<file path="config.mk">
export PLATFORM = sky130hd
export DESIGN_NAME = pc_sequencer
export DESIGN_NICKNAME = d
export VERILOG_FILES = /design/src/rtl/pc_sequencer.sv
export SDC_FILE = /design/constraint.sdc
export NUM_CORES = 1
export LEC_CHECK = 0
export BUFFER_PORTS_ARGS = -buffer_cell sky130_fd_sc_hd__buf_2
export CAP_MARGIN = 5
export CORE_AREA = 2 2 174 176
export CTS_CLUSTER_DIAMETER = 120
export DETAILED_ROUTE_END_ITERATION = 8
export DIE_AREA = 0 0 176 178
export PLACE_DENSITY_LB_ADDON = 0.12
export SYNTH_ARGS = -nofsm -noshare
export SYNTH_HDL_FRONTEND = slang
export SYNTH_SLANG_ARGS = --single-unit
export TNS_END_PERCENT = 1
</file>
<file path="constraint.sdc">
create_clock -name clk -period 6.1 [get_ports clk]
set_clock_uncertainty 0.2 [all_clocks]
set_input_delay 0.61 -clock clk [delete_from_list [all_inputs] [get_ports clk]]
set_output_delay 0.61 -clock clk [all_outputs]
set_load 0.01 [all_outputs]
</file>
<file path="src/rtl/pc_sequencer.sv">
// pc_sequencer: registered program counter for a single-issue MIPS-style
// datapath. Each cycle it picks the next PC from one of these sources:
// sequential (pc+4), conditional branch, j/jal absolute jump, or jr
// register jump. A jr can instead take its target from a small circular
// return-address stack (RAS) that jal pushes onto. The sticky error flags
// record RAS overflow, RAS underflow and misaligned jr targets.
//
// Parameters
//   PC_WIDTH      PC width in bits (28..32)
//   RESET_VECTOR  PC loaded on reset (bits [1:0] must be 0)
//   RAS_DEPTH     RAS entries (power of 2, 2..16)
//
// Ports
//   clk, rst_n       clock, synchronous active-low reset
//   stall            hold PC, RAS and flags for this cycle
//   jump/jump_link/jump_reg/use_ras, jump_offset   jump controls
//   branch, zero, branch_offset                    conditional branch
//   reg_target       rs value for jr
//   pc               current PC (registered)
//   link_addr        pc+4 (combinational) for the $ra/rd write path
//   ras_empty/ras_full                     RAS occupancy
//   ras_overflow/ras_underflow/misalign    sticky error flags
module pc_sequencer #(
  parameter int          PC_WIDTH     = 32,
  parameter logic [31:0] RESET_VECTOR = 32'h0000_0000,
  parameter int          RAS_DEPTH    = 4
) (
  input  logic                clk,
  input  logic                rst_n,
  input  logic                stall,
  input  logic                jump,
  input  logic                jump_link,
  input  logic                jump_reg,
  input  logic                use_ras,
  input  logic [25:0]         jump_offset,
  input  logic                branch,
  input  logic                zero,
  input  logic [15:0]         branch_offset,
  input  logic [PC_WIDTH-1:0] reg_target,
  output logic [PC_WIDTH-1:0] pc,
  output logic [PC_WIDTH-1:0] link_addr,
  output logic                ras_empty,
  output logic                ras_full,
  output logic                ras_overflow,
  output logic                ras_underflow,
  output logic                misalign
);

  localparam int PTR_W = (RAS_DEPTH > 1) ? $clog2(RAS_DEPTH) : 1;
  localparam int CNT_W = PTR_W + 1;

  logic [PC_WIDTH-1:0] pc_q;
  logic [PC_WIDTH-1:0] ras_mem [RAS_DEPTH];
  logic [PTR_W-1:0]    top;
  logic [CNT_W-1:0]    count;
  logic                overflow_q;
  logic                underflow_q;
  logic                misalign_q;

  logic [PC_WIDTH-1:0] seq;
  logic [PC_WIDTH-1:0] jump_target;
  logic [PC_WIDTH-1:0] branch_disp;
  logic [PC_WIDTH-1:0] reg_aligned;
  logic [PC_WIDTH-1:0] next_pc;
  logic                do_push;
  logic                do_pop;
  logic                set_overflow;
  logic                set_underflow;
  logic                set_misalign;
  logic                advance;
  logic [PTR_W-1:0]    top_inc;
  logic [PTR_W-1:0]    top_dec;

  assign seq         = pc_q + PC_WIDTH'(4);
  assign branch_disp = {{(PC_WIDTH-18){branch_offset[15]}}, branch_offset, 2'b00};
  assign reg_aligned = {reg_target[PC_WIDTH-1:2], 2'b00};
  assign top_inc     = top + PTR_W'(1);
  assign top_dec     = top - PTR_W'(1);

  // A 28-bit PC has no region bits left above the instruction index field,
  // so the jump target is then just the shifted index.
  generate
    if (PC_WIDTH > 28) begin : g_region
      assign jump_target = {seq[PC_WIDTH-1:28], jump_offset, 2'b00};
    end else begin : g_noregion
      assign jump_target = {jump_offset, 2'b00};
    end
  endgenerate

  assign pc            = pc_q;
  assign link_addr     = seq;
  assign ras_empty     = (count == '0);
  assign ras_full      = (count == CNT_W'(RAS_DEPTH));
  assign ras_overflow  = overflow_q;
  assign ras_underflow = underflow_q;
  assign misalign      = misalign_q;

  // Next-PC priority: RAS return, register jump, absolute jump, taken
  // branch, sequential. Jump decoding shadows branch, and jr shadows jal.
  always_comb begin
    next_pc       = seq;
    do_push       = 1'b0;
    do_pop        = 1'b0;
    set_overflow  = 1'b0;
    set_underflow = 1'b0;
    set_misalign  = 1'b0;
    if (jump && jump_reg && use_ras && !ras_empty) begin
      next_pc = ras_mem[top];
      do_pop  = 1'b1;
    end else if (jump && jump_reg) begin
      next_pc       = reg_aligned;
      set_misalign  = (reg_target[1:0] != 2'b00);
      set_underflow = use_ras;
    end else if (jump) begin
      next_pc      = jump_target;
      do_push      = jump_link;
      set_overflow = jump_link && ras_full;
    end else if (branch && zero) begin
      next_pc = seq + branch_disp;
    end
  end

  // While stalled, nothing moves: no PC update, no push or pop, no flag set.
  assign advance = rst_n && !stall;

  // PC, RAS pointer/count and sticky flags.
  always_ff @(posedge clk) begin
    if (!rst_n) begin
      pc_q        <= RESET_VECTOR[PC_WIDTH-1:0];
      top         <= '0;
      count       <= '0;
      overflow_q  <= 1'b0;
      underflow_q <= 1'b0;
      misalign_q  <= 1'b0;
    end else if (!stall) begin
      pc_q <= next_pc;
      if (do_push) begin
        // Pushing while full overwrites the oldest entry, so the count
        // saturates while the top pointer keeps advancing around the ring.
        top <= top_inc;
        if (!ras_full) begin
          count <= count + CNT_W'(1);
        end
      end else if (do_pop) begin
        top   <= top_dec;
        count <= count - CNT_W'(1);
      end
      overflow_q  <= overflow_q  | set_overflow;
      underflow_q <= underflow_q | set_underflow;
      misalign_q  <= misalign_q  | set_misalign;
    end
  end

  // RAS storage has no reset; entries are only read once count says valid.
  always_ff @(posedge clk) begin
    if (advance && do_push) begin
      ras_mem[top_inc] <= seq;
    end
  end

endmodule

</file>
==> results.json, run 1 <==
{
  "outcome": "finished clean",
  "drt-total-wl_mm": 32.0,
  "yosys.cell_types.count": 81,
  "setup_tns_ns": 0,
  "path_cells": "ha_1 > nand4_1 > nor2_1 > and4_1 > xor2_1 > ha_1 > and3_1 > nand3_1 > or2_0 > o32ai_2 > nor3_2 > or3_1 > a311oi_1 > o221a_1",
  "clkTransAtPathRegs_ns": 0.07,
  "vias": 7421,
  "regArea_mm2": 0.00469,
  "seq_area_frac_synth": 0.487,
  "yosysTopAreaCellShare": 0.400,
  "dieWidth_um": 176,
  "drive_gt1_frac": 0.259,
  "synth_warnings": 0,
  "grt_use_met2": 0.338,
  "hold_start": "misalign",
  "critical_path_class": "reg -> reg",
  "postRouteAntennaNets": 0,
  "cp-start-kind": "register",
  "cts_tree": "yes",
  "wire_per_inst_um": 23.1,
  "synth_cells": 834,
  "multi_input_area_mm2": 0.00463,
  "nNetsFinal": 1109,
  "ys_ff_latch": 170,
  "fin_crit_ns": 4.65,
  "tightest_slew_ns": 1.11,
  "diodes": 0,
  "antenna_found_initial": 0,
  "swShare": 0.284,
  "cp_slowest_stage_delay_ns": 0.49,
  "cp-end-kind": "register",
  "crit_start": "pc[2]",
  "final_cell_mix": "151 x buf_2, 128 x edfxtp_1, 72 x nor2_1, 59 x a21oi_1, 57 x nand2_1",
  "fmax_ghz": 0.215,
  "synth_area_mm2": 0.00961,
  "timing.critical_path.buf_inv": 0,
  "rsz0062_at_grt": "no",
  "coreArea_mm2": 0.0294,
  "first_iter_violations": 440,
  "clkLatencyLatePin_ns": 0.43,
  "fp-row-count": 63,
  "critPathArrivalTime_ns": 4.83,
  "ctsHoldBuffers": 0,
  "final_util": 0.386,
  "power.density_mw_per_mm2": 259,
  "r2r_start": "pc[2]",
  "grt_pass1_vias": 7135,
  "drv_slew": 0,
  "p_leak_uw": 0.00437,
  "synth_ff_type": "edfxtp_1",
  "ios": 152,
  "via_per_inst": 5.35,
  "die_h_um": 178,
  "switchingPower_uw": 836,
  "seq_power_share": 0.446,
  "post_cts_buffers": 0,
  "final_hold_viol_count": 0,
  "overflow": 0,
  "ir_drop_mv": 0.190,
  "worstPathMaxFanout": 7,
  "dp_hpwl_mm": 22.3,
  "crit_family": "simple AND/OR/NAND/NOR gates",
  "relSlewSlack": 0.260,
  "fill_cells": 2876,
  "grt_pass1_wl_mm": 47.0,
  "avgSynthCellArea_um2": 11.5,
  "remaining_drc_errors": 0,
  "required_ns": 6.27,
  "cts_sinks": 170,
  "numCtsBuffers": 17,
  "cts_root_buf": "clkbuf_16",
  "drt_first_pass_iters": 5,
  "synth.area.top_cells": "edfxtp_1 40%, dfxtp_1 8.7%, mux4_2 7.5%",
  "grt_busiest_layer": "met2",
  "syn-num-nets": 959,
  "report.final.setup_viol": 0,
  "track_usage": 0.206,
  "crit_top_cell": "ha_1",
  "port_buffers": 151,
  "met3_usage": 0.0318,
  "synth_edf_count": 128,
  "final_common_cell": "buf_2",
  "hold_path_class": "reg -> reg",
  "power_frac_clock": 0.372,
  "ys_async_sr_fraction": 0,
  "dieArea_mm2": 0.0313,
  "grtUsageMet1": 0.283,
  "power.internal_uw": 2100,
  "crit_slowest_cell": "xor2_1",
  "synthToLayoutAreaGrowth_pct": 18.1,
  "max-clock-path-buffers": 2,
  "p_comb_frac": 0.182,
  "yosys.area.top_type": "edfxtp_1",
  "period_share": 0.763,
  "cts_resized": 0,
  "grt_max_degree": 40,
  "gp_congestion": 0.883,
  "drv_cap": 0,
  "start_util": 0.327,
  "htreeDepth": 4
}
-- worst min-delay path, stage by stage (launching register included) --
cell and delay, ns:
dfxtp_1 0.31, inv_1 0.04, a21oi_1 0.05
-- state kept, by name, indices dropped and copies added, names as in the netlist, named ones only --
register       count
ras_overflow       1
top                2
ras_mem          128
pc                32
count              3
misalign           1
ras_underflow      1
-- Yosys cell counts, drive strengths merged, types with 4 or more instances --
library cell / instances
nand3: 20
and2: 9
or3: 7
a211oi: 23
nand4: 13
buf: 12
a21o: 12
inv: 18
o21bai: 4
xor2: 22
o21ai: 40
nor2: 72
nand2: 57
nor2b: 7
a221oi: 4
nor3: 17
edfxtp: 128
xnor2: 26
a22oi: 4
o32ai: 5
and3: 11
o21a: 5
a31oi: 7
o211ai: 10
mux4: 32
mux2i: 24
dfxtp: 42
a311oi: 9
or2: 7
a21oi: 59
clkbuf: 27
ha: 40
nor4: 4
mux2: 6
-- power groups by stage --
stage | combinational, uW | sequential [uW] | clock (uW)
after floorplan | 337 | 1330 | 0
after global routing | 588 | 1310 | 1160
after global placement | 538 | 1330 | 0
after CTS | 537 | 1310 | 1110
after detailed placement | 534 | 1340 | 0
final | 536 | 1310 | 1090
-- layout make-up --
type                    instances  area share
multi-input cells             604       0.408
repair buffers                171      0.0798
inverters                      20     0.00661
clock inverters                10      0.0101
flip-flops and latches        170       0.413
well taps                     390      0.0430
clock buffers                  22      0.0400
-- kinds of logic (layout without fill, tap and decap cells) --
group                      Yosys count  count (layout)  synth area share
muxes                               62              62             0.107
buffers and inverters               60             223            0.0319
adders and majority gates           42              42            0.0562
AOI/OAI and AO/OA                  216             216             0.151
and+or+nand+nor                    236             236             0.122
DFF                                170             170             0.487
xor gates and xnor gates            48              48            0.0445
-- path summary, 6_finish.rpt --
kind | endpoint | slack, ns | cells past startpoint
worst min-delay path | misalign | 0.25 | 2
worst max register to register | pc[27] | 1.45 | 14
worst min register to register | misalign | 0.25 | 2
worst max-delay path | pc[27] | 1.45 | 14
-- metal layers --
metal  up-vias  share of wire
met5         -              0
met4         0          0.022
met3        29          0.047
met2       194           0.48
met1      3660           0.46
li1       3538              -
-- per-stage QoR --
stage               hold slack [ns]  power, uW  instances  area (um^2)  setup WS [ns]
finish                        0.246       2940       1387        11400           1.45
global route                  0.289       3060       1387        11400           1.06
CTS                           0.247       2960       1387        11400           1.52
detailed placement            0.236       1870       1355        10800           1.56
global placement              0.237       1870       1355        10800           1.67
floorplan                     0.270       1670        834         9610           2.12
(Power assumes the default switching activity.)
==> inputs of run 2 (changes only) <==
- clock period: 6.1 -> 4.6 ns (I/O delays scaled with it)
==> run 2 against run 1 <==
  * Core utilization grew 0.91 points
  * Fmax grew 11%
  * Via count up 3.3%
  * Sequential cell count is the same
  * Critical endpoint is now pc[31]
  * Largest cell class unchanged
==> results.json, run 2 (synthesis results as in run 1) <==
{
  "p_leak_uw": 0.00453,
  "antenna_found_initial": 0,
  "ir_drop_mv": 0.246,
  "fill_cells": 2892,
  "start_util": 0.327,
  "setup_tns_ns": 0,
  "hold_path_class": "in -> reg",
  "pre_cts_slack_ns": 0.425,
  "critical_path_class": "reg -> reg",
  "final_cell_mix": "151 x buf_2, 128 x edfxtp_1, 72 x nor2_1, 59 x a21oi_1, 57 x nand2_1",
  "final_hold_viol_count": 0,
  "cp-end-kind": "register",
  "cts_resized": 0,
  "outcome": "finished clean",
  "rsz0062_at_grt": "no",
  "timing.critical_path.buf_inv": 2,
  "required_ns": 4.69,
  "gp_congestion": 0.893,
  "cts_root_buf": "clkbuf_16",
  "cts_sinks": 170,
  "final_common_cell": "buf_2",
  "overflow": 0,
  "drt-total-wl_mm": 32.6,
  "multi_input_area_mm2": 0.00463,
  "power.density_mw_per_mm2": 341,
  "drive_gt1_frac": 0.283,
  "clkLatencyLatePin_ns": 0.43,
  "worstPathMaxFanout": 6,
  "critPathArrivalTime_ns": 4.28,
  "postRouteAntennaNets": 0,
  "setup_ws_ns": 0.413,
  "grt_max_degree": 39,
  "dieArea_mm2": 0.0313,
  "port_buffers": 151,
  "dp_hpwl_mm": 23.2,
  "wire_per_inst_um": 23.0,
  "regArea_mm2": 0.00469,
  "cp-start-kind": "register",
  "fmax_ghz": 0.239,
  "die_h_um": 178,
  "final_util": 0.395,
  "critical_path_depth": 16,
  "top_register": "ras_mem",
  "htreeDepth": 4,
  "remaining_drc_errors": 0,
  "relSlewSlack": 0.357,
  "synthToLayoutAreaGrowth_pct": 20.9,
  "tightest_slew_ns": 0.940,
  "clkTransAtPathRegs_ns": 0.07,
  "max-clock-path-buffers": 2,
  "via_per_inst": 5.41,
  "numCtsBuffers": 17,
  "post_cts_buffers": 0,
  "cts_tree": "yes",
  "fin_crit_ns": 4.19,
  "cp_slowest_stage_delay_ns": 0.48,
  "grt_pass1_vias": 7501,
  "drv_cap": 0,
  "hold_path_depth": 3,
  "nNetsFinal": 1139,
  "grt_pass1_wl_mm": 48.2,
  "first_iter_violations": 569,
  "largest_reg_flops": 128,
  "diodes": 0,
  "path_cells": "and4_4 > nand3_2 > nor4_1 > buf_4 > nand4_1 > xor2_1 > inv_1 > ha_1 > nand2_1 > o21a_1 > o221ai_1 > mux2i_1 > o41ai_1 > o31a_1 > o21ai_1 > a31oi_1",
  "ctsHoldBuffers": 0,
  "reg2regPathDepth": 16,
  "drv_slew": 0,
  "track_usage": 0.210,
  "ios": 152,
  "coreArea_mm2": 0.0294,
  "report.final.setup_viol": 0,
  "vias": 7669,
  "crit_family": "compound AO/OA/AOI/OAI gates",
  "fp-row-count": 63,
  "period_share": 0.910,
  "dieWidth_um": 176,
  "crit_slowest_cell": "dfxtp_1",
  "drt_first_pass_iters": 5
}
run 2: power breakdown:
group / total (uW) / switching, uW / internal [uW]
Clock: 1480 / 656 / 828
Sequential: 1730 / 44.4 / 1690
Combinational: 744 / 444 / 301
run 2: cell type report:
| cell class | instances | share of cell area |
|---|---|---|
| Multi-Input combinational cell | 604 | 0.398 |
| Inverter | 20 | 0.00646 |
| Tap cell | 390 | 0.0420 |
| Clock inverter | 14 | 0.0137 |
| Timing Repair Buffer | 201 | 0.0984 |
| Clock buffer | 18 | 0.0378 |
| Sequential cell | 170 | 0.403 |
run 2: layer usage:
metal	share of wire	vias to the layer above	global-route usage
met5	0	-	0
met4	0.023	0	0.0627
met1	0.46	3817	0.294
met2	0.47	225	0.337
met3	0.045	33	0.0326
li1	-	3594	-
run 2: tightest hold or removal path, stage by stage:
cell     delay (ns)
buf_2          0.11
a31oi_1        0.07
nor2_1         0.08
run 2: final timing paths:
path                            startpoint  slack (ns)            end
worst max-delay path                pc[12]        0.41         pc[31]
worst min-delay path               use_ras        0.14  ras_underflow
worst max register to register      pc[12]        0.41         pc[31]
worst min register to register    misalign        0.24       misalign
run 2: per-stage QoR:
step	hold WS [ns]	instance area (um^2)	total power [uW]	std cells
2_1_floorplan	0.270	9610	2210	834
3_3_place_gp	0.233	11000	2510	1385
3_5_place_dp	0.237	11000	2510	1385
4_1_cts	0.124	11600	3990	1417
5_1_grt	0.154	11600	4130	1417
6_report	0.139	11600	3960	1417
==> inputs of run 3 (changes only) <==
- CORE_AREA: 2 2 174 176 -> 2 2 159 192
- DIE_AREA: 0 0 176 178 -> 0 0 161 194
- HOLD_SLACK_MARGIN: not set -> 0.05
==> run 3 against run 2 <==
  * Combinational power decreased by 1%
  * Global-route usage decreased by 0.34 points
  * Core utilization shrank 0.12 points
  * Hold slack worse by 0.026 ns
  * Non-clock buffer count is 1 lower
  * Power fell by 3.5%
  * Register-to-register slack worse by 0.09 ns
  * Sequential cell count stayed put
  * Final cell count is essentially flat
  * Via count is 1.3% lower
  * Wire length fell by 0.91%
  * Sequential power barely moved
==> results.json, run 3 (synthesis results as in run 1) <==
{
  "cts_root_buf": "clkbuf_16",
  "critical_path_class": "reg -> reg",
  "p_leak_uw": 0.00450,
  "vias": 7568,
  "cts_sinks": 170,
  "cp-start-kind": "register",
  "tightest_slew_ns": 1.06,
  "final_area_mm2": 0.0116,
  "wire_per_inst_um": 22.8,
  "final_hold_viol_count": 0,
  "rsz0062_at_grt": "no",
  "post_cts_buffers": 0,
  "numPlacedInstances": 1384,
  "remaining_drc_errors": 0,
  "cp-end-kind": "register",
  "grt_max_degree": 39,
  "top_register": "ras_mem",
  "largest_reg_flops": 128,
  "ir_drop_mv": 0.175,
  "place_area_mm2": 0.0110,
  "cp_slowest_stage_delay_ns": 0.48,
  "final_common_cell": "buf_2",
  "dieWidth_um": 161,
  "track_usage": 0.207,
  "coreArea_mm2": 0.0294,
  "fill_cells": 2931,
  "start_util": 0.327,
  "hold_path_class": "in -> reg",
  "fmax_ghz": 0.234,
  "power.density_mw_per_mm2": 330,
  "path_cells": "nand4_2 > or2_1 > nor4_1 > buf_4 > nor2b_1 > xnor2_1 > inv_1 > ha_1 > nand4_1 > o221ai_1 > mux2i_1 > o41ai_1 > o31a_1 > o21ai_1 > a31oi_1",
  "final_cells": 1416,
  "wirelength_met1_mm": 13.7,
  "overflow": 0,
  "htreeDepth": 4,
  "relSlewSlack": 0.275,
  "wl_met3_mm": 1.32,
  "via_per_inst": 5.34,
  "drv_slew": 0,
  "grt_pass1_vias": 7544,
  "first_iter_violations": 450,
  "gp_congestion": 0.917,
  "antenna_found_initial": 1,
  "numCtsBuffers": 17,
  "max-clock-path-buffers": 2,
  "critPathArrivalTime_ns": 4.37,
  "final_util": 0.394,
  "clkLatencyLatePin_ns": 0.44,
  "fin_crit_ns": 4.28,
  "postRouteAntennaNets": 0,
  "clkTransAtPathRegs_ns": 0.06,
  "outcome": "finished clean",
  "fp-row-count": 69,
  "drv_cap": 0,
  "crit_slowest_cell": "dfxtp_1",
  "required_ns": 4.70,
  "ios": 152,
  "cts_tree": "yes",
  "drt-total-wl_mm": 32.3,
  "worstPathMaxFanout": 6,
  "final_cell_mix": "151 x buf_2, 128 x edfxtp_1, 71 x nor2_1, 59 x a21oi_1, 57 x nand2_1",
  "period_share": 0.930,
  "synthToLayoutAreaGrowth_pct": 20.3,
  "nNetsFinal": 1138,
  "dieArea_mm2": 0.0312,
  "grt_pass1_wl_mm": 47.8,
  "wl_met2_mm": 16.6,
  "drt_first_pass_iters": 4,
  "diodes": 0,
  "top_layer_used": "met5",
  "port_buffers": 151,
  "die_h_um": 194,
  "dp_hpwl_mm": 23.5,
  "drive_gt1_frac": 0.278,
  "report.final.setup_viol": 0,
  "setup_tns_ns": 0
}
-- run 3: cell count changes in the layout (fill, tap and decap cells not counted), moves of 2 or more --
cell,previous run,this run
inv_6,3,1
clkinv_1,3,6
inv_8,2,0
clkbuf_1,0,3
-- run 3: path summary, 6_finish.rpt --
check | slack, ns | startpoint | end | depth (start not counted)
worst min-delay path | 0.11 | use_ras | ras_underflow | 3
worst max-delay path | 0.32 | pc[8] | pc[31] | 15
worst max register to register | 0.32 | pc[8] | pc[31] | 15
worst min register to register | 0.26 | misalign | misalign | 2
-- run 3: area by class of cell --
cell class,count,area [um^2],area share
sequential,170,4690,0.405
multi-input combinational,604,4640,0.401
timing repair buffer,200,1140,0.0982
tap,390,488,0.0422
clock buffer,20,437,0.0378
clock inverter,12,101,0.00876
inverter,20,75.1,0.00649
-- run 3: per-layer routing --
layer / global-route usage / vias up
met2: 0.361 / 194
met5: 0 / -
met4: 0.0638 / 2
met3: 0.0353 / 38
met1: 0.260 / 3746
li1: - / 3588
-- run 3: timing repair --
item	in CTS	in global routing
resized for setup	0	2
hold buffers	0	0
endpoints found under the setup margin	0	1
-- run 3: where the power goes --
part	internal (uW)	switching, uW
clock network	741	607
registers	1690	49.0
logic	299	437
-- run 3: through the flow --
stage / hold WS [ns] / worst slack (ns) / total power (uW)
after global placement: 0.240 / 0.364 / 2500
after floorplan: 0.270 / 0.618 / 2210
after detailed placement: 0.247 / 0.317 / 2510
after global routing: 0.120 / 0.00581 / 3990
final: 0.113 / 0.324 / 3820
after CTS: 0.0919 / 0.284 / 3860
-- run 3: worst max-delay path, delay by kind of cell (launching register included) --
kind | cells | cell delay, ns
and+or+nand+nor | 5 | 1.20
AOI/OAI and AO/OA | 5 | 1.01
DFF | 1 | 0.48
buffers and inverters | 2 | 0.42
adders and majority gates | 1 | 0.37
muxes | 1 | 0.23
xor gates and xnor gates | 1 | 0.22
